### src/rtl/decoder2x4_scan_ctrl_if.sv
// Control/status bundle between a scan master and the 2:4 decoder select
// generator. The master drives scan and command requests; the slave (the
// controller) returns the decoder selects and status flags.
interface decoder2x4_scan_ctrl_if #(
  parameter int DWELL_W = 8
);
  logic               start;
  logic               stop;
  logic               mode;
  logic [DWELL_W-1:0] dwell;
  logic [3:0]         en_mask;
  logic               cmd_valid;
  logic [1:0]         cmd_code;
  logic               cmd_ready;
  logic               A;
  logic               B;
  logic               active;
  logic               busy;
  logic               done;

  modport master (
    output start, stop, mode, dwell, en_mask, cmd_valid, cmd_code,
    input  cmd_ready, A, B, active, busy, done
  );

  modport slave (
    input  start, stop, mode, dwell, en_mask, cmd_valid, cmd_code,
    output cmd_ready, A, B, active, busy, done
  );
endinterface

### src/rtl/decoder2x4_scan_ctrl.sv
// Select generator for a 2:4 NAND decoder stage. Steps {A,B} through the
// enabled codes with a programmable dwell, inserting one blanking cycle
// between codes so the selects only move while the decoded line is unused.
// Also runs a single manual code on a valid/ready command.
module decoder2x4_scan_ctrl #(
  parameter int DWELL_W = 8
) (
  input  logic                         clk,
  input  logic                         rst_n,
  decoder2x4_scan_ctrl_if.slave        bus
);

  typedef enum logic [1:0] {
    S_IDLE,
    S_SCAN,
    S_BLANK
  } state_t;

  localparam logic [DWELL_W-1:0] ONE = DWELL_W'(1);

  state_t             r_state,  w_state_nxt;
  logic [1:0]         r_code,   w_code_nxt;
  logic [DWELL_W-1:0] r_cnt,    w_cnt_nxt;
  logic [DWELL_W-1:0] r_dwell,  w_dwell_nxt;
  logic [3:0]         r_mask,   w_mask_nxt;
  logic               r_mode,   w_mode_nxt;
  logic               r_manual, w_manual_nxt;
  logic               r_done,   w_done_nxt;
  logic               w_cmd_ready;
  logic [1:0]         w_next_code;

  // A dwell of zero behaves as a one-cycle dwell.
  function automatic logic [DWELL_W-1:0] f_eff_dwell(input logic [DWELL_W-1:0] d);
    return (d == '0) ? ONE : d;
  endfunction

  // Lowest enabled code; only called with a non-zero mask.
  function automatic logic [1:0] f_lowest(input logic [3:0] mask);
    if (mask[0])      return 2'd0;
    else if (mask[1]) return 2'd1;
    else if (mask[2]) return 2'd2;
    else              return 2'd3;
  endfunction

  // Next enabled code above cur, wrapping 3->0; cur itself if it is the only one.
  function automatic logic [1:0] f_next(input logic [1:0] cur, input logic [3:0] mask);
    logic [1:0] idx;
    logic       found;
    f_next = cur;
    found  = 1'b0;
    for (int i = 1; i < 4; i++) begin
      idx = cur + 2'(i);
      if (!found && mask[idx]) begin
        f_next = idx;
        found  = 1'b1;
      end
    end
  endfunction

  assign w_cmd_ready = (r_state == S_IDLE) && !bus.start;
  assign w_next_code = f_next(r_code, r_mask);

  // Next-state and datapath decisions for the scan/blank/manual sequencer.
  always_comb begin
    // NOTE: every output of this block gets a default first, so no path can
    // leave one unassigned and infer a latch.
    w_state_nxt  = r_state;
    w_code_nxt   = r_code;
    w_cnt_nxt    = r_cnt;
    w_dwell_nxt  = r_dwell;
    w_mask_nxt   = r_mask;
    w_mode_nxt   = r_mode;
    w_manual_nxt = r_manual;
    w_done_nxt   = 1'b0;

    unique case (r_state)
      S_IDLE: begin
        if (bus.start && (bus.en_mask != 4'b0000)) begin
          w_mode_nxt   = bus.mode;
          w_dwell_nxt  = bus.dwell;
          w_mask_nxt   = bus.en_mask;
          w_code_nxt   = f_lowest(bus.en_mask);
          w_cnt_nxt    = f_eff_dwell(bus.dwell);
          w_manual_nxt = 1'b0;
          w_state_nxt  = S_SCAN;
        end else if (bus.cmd_valid && w_cmd_ready) begin
          w_dwell_nxt  = bus.dwell;
          w_code_nxt   = bus.cmd_code;
          w_cnt_nxt    = f_eff_dwell(bus.dwell);
          w_manual_nxt = 1'b1;
          w_state_nxt  = S_SCAN;
        end
      end

      S_SCAN: begin
        if (bus.stop) begin
          w_manual_nxt = 1'b0;
          w_state_nxt  = S_IDLE;
        end else if (r_cnt <= ONE) begin
          if (r_manual) begin
            w_manual_nxt = 1'b0;
            w_done_nxt   = 1'b1;
            w_state_nxt  = S_IDLE;
          end else if (r_mode && (w_next_code <= r_code)) begin
            w_done_nxt   = 1'b1;
            w_state_nxt  = S_IDLE;
          end else begin
            // Selects move on entry to BLANK, while the line is inactive.
            w_code_nxt   = w_next_code;
            w_state_nxt  = S_BLANK;
          end
        end else begin
          w_cnt_nxt = r_cnt - ONE;
        end
      end

      S_BLANK: begin
        if (bus.stop) begin
          w_state_nxt = S_IDLE;
        end else begin
          w_cnt_nxt   = f_eff_dwell(r_dwell);
          w_state_nxt = S_SCAN;
        end
      end

      default: w_state_nxt = S_IDLE;
    endcase
  end

  // State and datapath registers; reset clears every latched field.
  always_ff @(posedge clk or negedge rst_n) begin
    if (!rst_n) begin
      r_state  <= S_IDLE;
      r_code   <= 2'd0;
      r_cnt    <= '0;
      r_dwell  <= '0;
      r_mask   <= 4'b0000;
      r_mode   <= 1'b0;
      r_manual <= 1'b0;
      r_done   <= 1'b0;
    end else begin
      // NOTE: non-blocking so every register samples pre-edge values.
      r_state  <= w_state_nxt;
      r_code   <= w_code_nxt;
      r_cnt    <= w_cnt_nxt;
      r_dwell  <= w_dwell_nxt;
      r_mask   <= w_mask_nxt;
      r_mode   <= w_mode_nxt;
      r_manual <= w_manual_nxt;
      r_done   <= w_done_nxt;
    end
  end

  assign bus.cmd_ready = w_cmd_ready;
  assign bus.A         = r_code[1];
  assign bus.B         = r_code[0];
  assign bus.active    = (r_state == S_SCAN);
  assign bus.busy      = (r_state != S_IDLE);
  assign bus.done      = r_done;

endmodule

### src/flat_wrapper.sv
// flat-port wrapper written by rule: the top's interface ports become plain ports
module decoder2x4_scan_ctrl_flat 
#(
  parameter int DWELL_W = 8
)
  (clk, rst_n, bus_start, bus_stop, bus_mode, bus_dwell, bus_en_mask, bus_cmd_valid, bus_cmd_code, bus_cmd_ready, bus_A, bus_B, bus_active, bus_busy, bus_done);
  decoder2x4_scan_ctrl_if #(.DWELL_W(DWELL_W)) bus_i ();
  input  logic clk;
  input  logic rst_n;
  input wire logic [$bits(bus_i.start)-1:0] bus_start;
  input wire logic [$bits(bus_i.stop)-1:0] bus_stop;
  input wire logic [$bits(bus_i.mode)-1:0] bus_mode;
  input wire logic [$bits(bus_i.dwell)-1:0] bus_dwell;
  input wire logic [$bits(bus_i.en_mask)-1:0] bus_en_mask;
  input wire logic [$bits(bus_i.cmd_valid)-1:0] bus_cmd_valid;
  input wire logic [$bits(bus_i.cmd_code)-1:0] bus_cmd_code;
  output wire logic [$bits(bus_i.cmd_ready)-1:0] bus_cmd_ready;
  output wire logic [$bits(bus_i.A)-1:0] bus_A;
  output wire logic [$bits(bus_i.B)-1:0] bus_B;
  output wire logic [$bits(bus_i.active)-1:0] bus_active;
  output wire logic [$bits(bus_i.busy)-1:0] bus_busy;
  output wire logic [$bits(bus_i.done)-1:0] bus_done;
  assign bus_i.start = bus_start;
  assign bus_i.stop = bus_stop;
  assign bus_i.mode = bus_mode;
  assign bus_i.dwell = bus_dwell;
  assign bus_i.en_mask = bus_en_mask;
  assign bus_i.cmd_valid = bus_cmd_valid;
  assign bus_i.cmd_code = bus_cmd_code;
  assign bus_cmd_ready = bus_i.cmd_ready;
  assign bus_A = bus_i.A;
  assign bus_B = bus_i.B;
  assign bus_active = bus_i.active;
  assign bus_busy = bus_i.busy;
  assign bus_done = bus_i.done;
  decoder2x4_scan_ctrl #(.DWELL_W(DWELL_W)) u_core (.clk(clk), .rst_n(rst_n), .bus(bus_i));
endmodule
### config.mk
export PLATFORM = sky130hd
export DESIGN_NAME = decoder2x4_scan_ctrl_flat
export DESIGN_NICKNAME = d
export VERILOG_FILES = /design/src/rtl/decoder2x4_scan_ctrl_if.sv /design/src/rtl/decoder2x4_scan_ctrl.sv /design/src/flat_wrapper.sv
export SDC_FILE = /design/constraint.sdc
export NUM_CORES = 1
export LEC_CHECK = 0
export BUFFER_PORTS_ARGS = -buffer_cell sky130_fd_sc_hd__buf_2
export CORE_MARGIN = 4
export CORE_UTILIZATION = 60
export DETAILED_ROUTE_END_ITERATION = 10
export HOLD_SLACK_MARGIN = 0.12
export PLACE_DENSITY = 0.82
export RECOVER_POWER = 100
export SYNTH_ARGS = -nofsm -noshare
export SYNTH_HDL_FRONTEND = slang
export SYNTH_SLANG_ARGS = --single-unit
### constraint.sdc
create_clock -name clk -period 5 [get_ports clk]
set_clock_uncertainty 0.15 [all_clocks]
set_input_delay 0.25 -clock clk [delete_from_list [all_inputs] [get_ports clk]]
set_output_delay 0.25 -clock clk [all_outputs]
set_load 0.01 [all_outputs]
==> results of run 1 <==
==> worst paths after layout <==
check / startpoint / to / cells past startpoint
hold reg to reg: u_core.r_dwell[0] / u_core.r_dwell[0] / 1
setup / recovery: bus_en_mask[1] / u_core.r_code[1] / 7
hold / removal: bus_cmd_code[0] / u_core.r_code[0] / 4
min in group asynchronous: rst_n / u_core.r_cnt[3] / 2
setup reg to reg: u_core.r_state[1] / u_core.r_cnt[4] / 6
max in group asynchronous: rst_n / u_core.r_mask[1] / 2
==> registers in the layout, summed over array words and instances (netlist names) <==
name / count
u_core.bus.done: 1
u_core.r_cnt: 8
u_core.r_code: 2
u_core.r_dwell: 8
u_core.r_manual: 1
u_core.r_mask: 4
u_core.r_mode: 1
u_core.r_state: 2
==> worst max-delay path: cells and delay by family <==
kind,cells,cell delay (ps)
buf+inv,2,680
mux,1,330
compound gates,4,2010
==> what timing repair did <==
action / in CTS / in global routing
endpoints found under the hold margin: 46 / 0
hold buffers: 15 / 0
resized for setup: 0 / 0
==> synthesized netlist by cell type (all sizes together), types with 2 or more instances <==
master,instances,area share
a21o,4,0.018
o31ai,5,0.022
inv,10,0.022
clkbuf,4,0.0089
o41ai,2,0.010
nand2,15,0.033
o21ai,18,0.055
nand2b,7,0.026
nand3,2,0.0059
nor3,2,0.0059
ha,8,0.059
mux2,16,0.11
a21oi,9,0.029
buf,3,0.012
a22oi,2,0.0089
nor2b,4,0.015
a211oi,4,0.018
a21boi,2,0.0089
nor4,3,0.020
xor2,3,0.016
nor2,11,0.024
dfrtp,27,0.40
a31oi,2,0.0074
or4,2,0.0089
==> through the flow <==
| step | total power, mW | hold WS (ps) | cells |
|---|---|---|---|
| detailed placement | 1.07 | 144 | 225 |
| finish | 1.16 | 207 | 244 |
| floorplan | 0.911 | -196 | 177 |
| global placement | 1.02 | 130 | 225 |
| global route | 1.27 | 233 | 244 |
| CTS | 1.17 | 198 | 244 |
==> layer usage <==
layer | wire length, um | vias to the layer above | track usage
li1 | - | 709 | -
met1 | 1660 | 696 | 0.332
met2 | 2000 | 76 | 0.420
met3 | 271 | 7 | 0.0335
met4 | 53 | 0 | 0.0681
met5 | 0 | - | 0
==> cell families after synthesis <==
family	count (synthesis)	synth area share
fa+ha+maj	8	0.0592
simple gates	53	0.172
xor+xnor	4	0.0207
buf+inv	17	0.0429
mux	16	0.107
compound gates	52	0.199
flops	27	0.399
==> area by class of cell <==
cell class,count,area share
Multi-Input combinational cell,133,0.473
Sequential cell,27,0.341
Timing Repair Buffer,40,0.134
Inverter,10,0.0190
Tap cell,30,0.0190
Clock buffer,3,0.0114
Clock inverter,1,0.00253
==> where the power goes <==
group / internal (mW) / leakage [nW] / total [mW] / switching (mW)
clock network: 0.0301 / 0.0177 / 0.0983 / 0.0681
registers: 0.323 / 0.329 / 0.441 / 0.118
logic: 0.292 / 0.540 / 0.626 / 0.333
==> key figures, run 1 <==
Global route
  – First-pass GRT wire length: 6820 um
  – Initial antenna violation count: 0
  – GR Util All Layers: 0.248
  – Vias in the first global route: 1,453
  – Pin count of the biggest net entering global routing: 28
  – Total gr overflow: 0

CTS
  – Post-CTS Setup Inserts: 0
  – Total CTS buffers: 3
  – CTS Sinks: 27
  – Skew-Pair Late Insertion Delay: 340 ps
  – Clock transition at path regs: 140 ps
  – H-tree depth: 1
  – CTS tree: yes
  – Max clock buf depth: 2
  – Clk root buf: clkbuf_4

Die
  – Die area: 3730 um^2
  – DIE WIDTH: 61.1 um
  – Core ar.: 2590 um^2
  – # IOs: 26
  – Initial Utilization: 0.653
  – Die Y: 61.1 um
  – Site Rows: 18

Detailed routing
  – Starting DRT DRC Count: 59
  – Vias post-DR: 1,488
  – Drt drc: 0
  – WL final: 3990 um
  – Post-route ant nets: 0
  – Average routed wire per standard cell: 16.3 um
  – Vias/cell: 6.10
  – Pre-Repair DR Iteration Count: 4

Power
  – P_leak: 0.887 nW
  – Power Density: 588 nW/um^2
  – Maximum VDD drop: 426 uV

Placement
  – Post-DP HPWL: 2850 um
  – DP Worst Slack: 2210 ps
  – RePlAce Congestion: 0.864
  – Placed Area: 1820 um^2
  – PortBufs: 25

Synth
  – Synth Flop Type: dfrtp_1
  – Post-synth EDFFs: 0
  – FFs w/ async S/R, synth: 1.00
  – Sequential-to-total area share from yosys stat: 0.399
  – Synth cell types: 43
  – Syn_nets: 205
  – Synthesized cell area: 1690 um^2
  – Ys Warns: 0
  – Seq cells post-synth: 27
  – Syn Inst Count: 177
  – Avg Synthesized Cell Area: 9.56 um^2

Finish
  – Fin util: 0.764
  – Post-route cell area: 1980 um^2
  – Fillers: 187
  – Sequential cell area: 676 um^2
  – Layout cells sized above 1: 0.182
  – Ant diodes: 0
  – Commonest non-fill, non-tap cell in the layout: dfrtp_1
  – Syn-to-layout area delta: 17.0%
  – Most frequent cells in the layout: 27 x dfrtp_1, 18 x o21ai_0, 17 x buf_2
  – Nets: 243
  – Footprint of the multi-input gates: 936 um^2

Min path
  – Hold crit path type: primary input to flip-flop

Critical path
  – Crit-path slowest cell: o21ai_0
  – Crit-path max cell delay: 1070 ps
  – CP Launch Type: primary input
  – Crit end category: flip-flop
  – Reg-to-reg slack, setup: 1920 ps
  – Critical Path RT: 5090 ps
  – Worst path cell trace: dlygate4sd3_1 -> clkbuf_1 -> o41a_1 -> o21ai_0 -> a21boi_0 -> a21oi_1 -> mux2_2
  – Worst Path Max Fanout: 11
  – Crit Path Category: primary input to flip-flop
  – Crit path DAT: 3280 ps

Timing
  – Setup tns final: 0 ps
  – Slew @ Worst Pin: 1590 ps
  – Fin. Hold Viols: 0
  – Max-slew headroom: -0.0700
  – RSZ-0062 raised after global routing: false
  – Fmax: 0.313 GHz
  – Final setup margin: 1810 ps
  – Final setup fails: 0
  – Slew Limit Fails: 17
  – Post-layout min period: 3190 ps
  – Fin crit share: 0.638

Job
  – Max-cap viol count: 1

Run status
  – Status: finished, violations left
  – Failing checks: capacitance limit, slew limit
No activity file was read; power rests on OpenSTA's default activity.
==> run 2, diff against run 1 <==
Settings changed: CORE_UTILIZATION 60 to 56, PLACE_DENSITY 0.82 to 0.77.
Clock period 5 ns to 3 ns, I/O delays scaled along.
==> key figures, run 2 (synthesized netlist as in run 1, its figures left out) <==
Critical path
  – FF-to-FF path depth: 9
  – Crit-path slowest cell: dfrtp_1
  – WP buf/inv: 0
  – Crit Path Category: flip-flop to flip-flop
  – Worst path cell trace: nand2b_1 -> o21a_1 -> mux2_1 -> ha_1 -> a31oi_1 -> o31ai_1 -> or3b_1 -> a21oi_2 -> mux2_2
  – Crit path DAT: 2880 ps
  – Crit-path max cell delay: 470 ps
  – CP top delay family: multiplexers
  – Critical Path RT: 3080 ps
  – CP Launch Type: flip-flop
  – Crit end category: flip-flop
  – Worst path depth: 9
  – Worst Path Max Fanout: 6

Run status
  – Status: finished clean

Placement
  – Post-DP HPWL: 2790 um
  – RePlAce Congestion: 0.833
  – PortBufs: 25

Power
  – Clk network pwr share: 0.084
  – Cell-internal power: 1.08 mW
  – Maximum VDD drop: 460 uV
  – P_leak: 0.886 nW
  – Comb pwr share: 0.538
  – Switching fraction of total power: 0.442
  – Reg power frac: 0.378
  – Sw power: 855 uW
  – Power Density: 973 nW/um^2

Job
  – Max-cap viol count: 0

Timing
  – Slew @ Worst Pin: 1470 ps
  – Final setup fails: 0
  – Fin crit share: 0.935
  – Max-slew headroom: 0.0190
  – Slew Limit Fails: 0
  – Setup tns final: 0 ps
  – RSZ-0062 raised after global routing: false
  – Fmax: 0.357 GHz
  – Post-layout min period: 2800 ps
  – Fin. Hold Viols: 0

Global route
  – First-pass GRT wire length: 6940 um
  – GR Util All Layers: 0.216
  – Total gr overflow: 0
  – Initial antenna violation count: 0
  – Pin count of the biggest net entering global routing: 28
  – Vias in the first global route: 1,516

CTS
  – H-tree depth: 1
  – Total CTS buffers: 3
  – Max clock buf depth: 2
  – Cts hold-fix bufs: 15
  – Post-CTS Setup Inserts: 0
  – CTS Sinks: 27
  – Clock transition at path regs: 140 ps
  – Post-CTS Resized: 0
  – Skew-Pair Late Insertion Delay: 330 ps
  – Clk root buf: clkbuf_4
  – CTS tree: yes

Die
  – Die area: 3960 um^2
  – # IOs: 26
  – Site Rows: 19
  – DIE WIDTH: 63.0 um
  – Die Y: 63.0 um
  – Initial Utilization: 0.598
  – Core ar.: 2830 um^2

Detailed routing
  – Drt drc: 0
  – Pre-Repair DR Iteration Count: 4
  – WL final: 3910 um
  – Vias/cell: 6.01
  – Starting DRT DRC Count: 123
  – Average routed wire per standard cell: 15.9 um
  – Vias post-DR: 1,479
  – Post-route ant nets: 0

Finish
  – Sequential cell area: 676 um^2
  – Top Registers: u_core.r_cnt (8), u_core.r_dwell (8), u_core.r_mask (4)
  – Fin util: 0.702
  – Fillers: 241
  – Ant diodes: 0
  – Layout cells sized above 1: 0.181
  – Nets: 244
  – Most frequent cells in the layout: 27 x dfrtp_1, 17 x o21ai_0, 17 x buf_2
  – Syn-to-layout area delta: 17.5%
  – Commonest non-fill, non-tap cell in the layout: dfrtp_1
  – Footprint of the multi-input gates: 940 um^2

Min path
  – Hold path depth: 4
  – Hold crit path type: primary input to flip-flop
[run 2: cell count changes in the layout (fill, tap and decap cells not counted)]
cell      delta
o21ai_1      +1
a21oi_1      -1
clkinv_2     -1
clkbuf_1     +2
a21oi_2      +1
o21ai_0      -1
[run 2: layout make-up]
cell class,count,area share
tap,31,0.0195
multi-input combinational,133,0.473
clock buffer,4,0.0132
sequential,27,0.340
inverter,10,0.0189
timing repair buffer,41,0.135
[run 2: path summary, 6_finish.rpt]
check | start | end | slack, ps
max | u_core.r_code[0] | u_core.r_code[0] | 200
min | bus_cmd_code[0] | u_core.r_code[0] | 140
max reg2reg | u_core.r_code[0] | u_core.r_code[0] | 200
min reg2reg | u_core.r_dwell[7] | u_core.r_dwell[7] | 390
max in group asynchronous | rst_n | u_core.r_mask[2] | 1320
min in group asynchronous | rst_n | u_core.r_cnt[2] | 520
[run 2: metal layers]
layer	wire length (um)	GRT usage
met5	0	0
met4	45	0.0826
met3	241	0.0324
met2	1880	0.347
met1	1750	0.291
[run 2: power by group through the flow]
stage	combinational, mW	sequential [mW]	clock (mW)
finish	1.04	0.731	0.163
global route	1.19	0.753	0.189
CTS	1.06	0.724	0.170
detailed placement	1.04	0.734	0
global placement	0.993	0.718	0
floorplan	0.833	0.684	0
[run 2: tightest hold or removal path, stage by stage]
cell	delay, ps
buf_2	80
a211oi_1	60
a21oi_1	140
mux2_2	170
[run 2: per-stage QoR]
stage               setup WS, ps  cells  cell area, um^2  power, mW  hold slack [ps]
global route                4.54    246             1990       2.13              131
detailed placement           236    227             1830       1.77             55.1
floorplan                    408    177             1690       1.52             -296
global placement             370    227             1830       1.71             40.3
finish                       196    246             1990       1.93              141
CTS                          220    246             2000       1.95              121
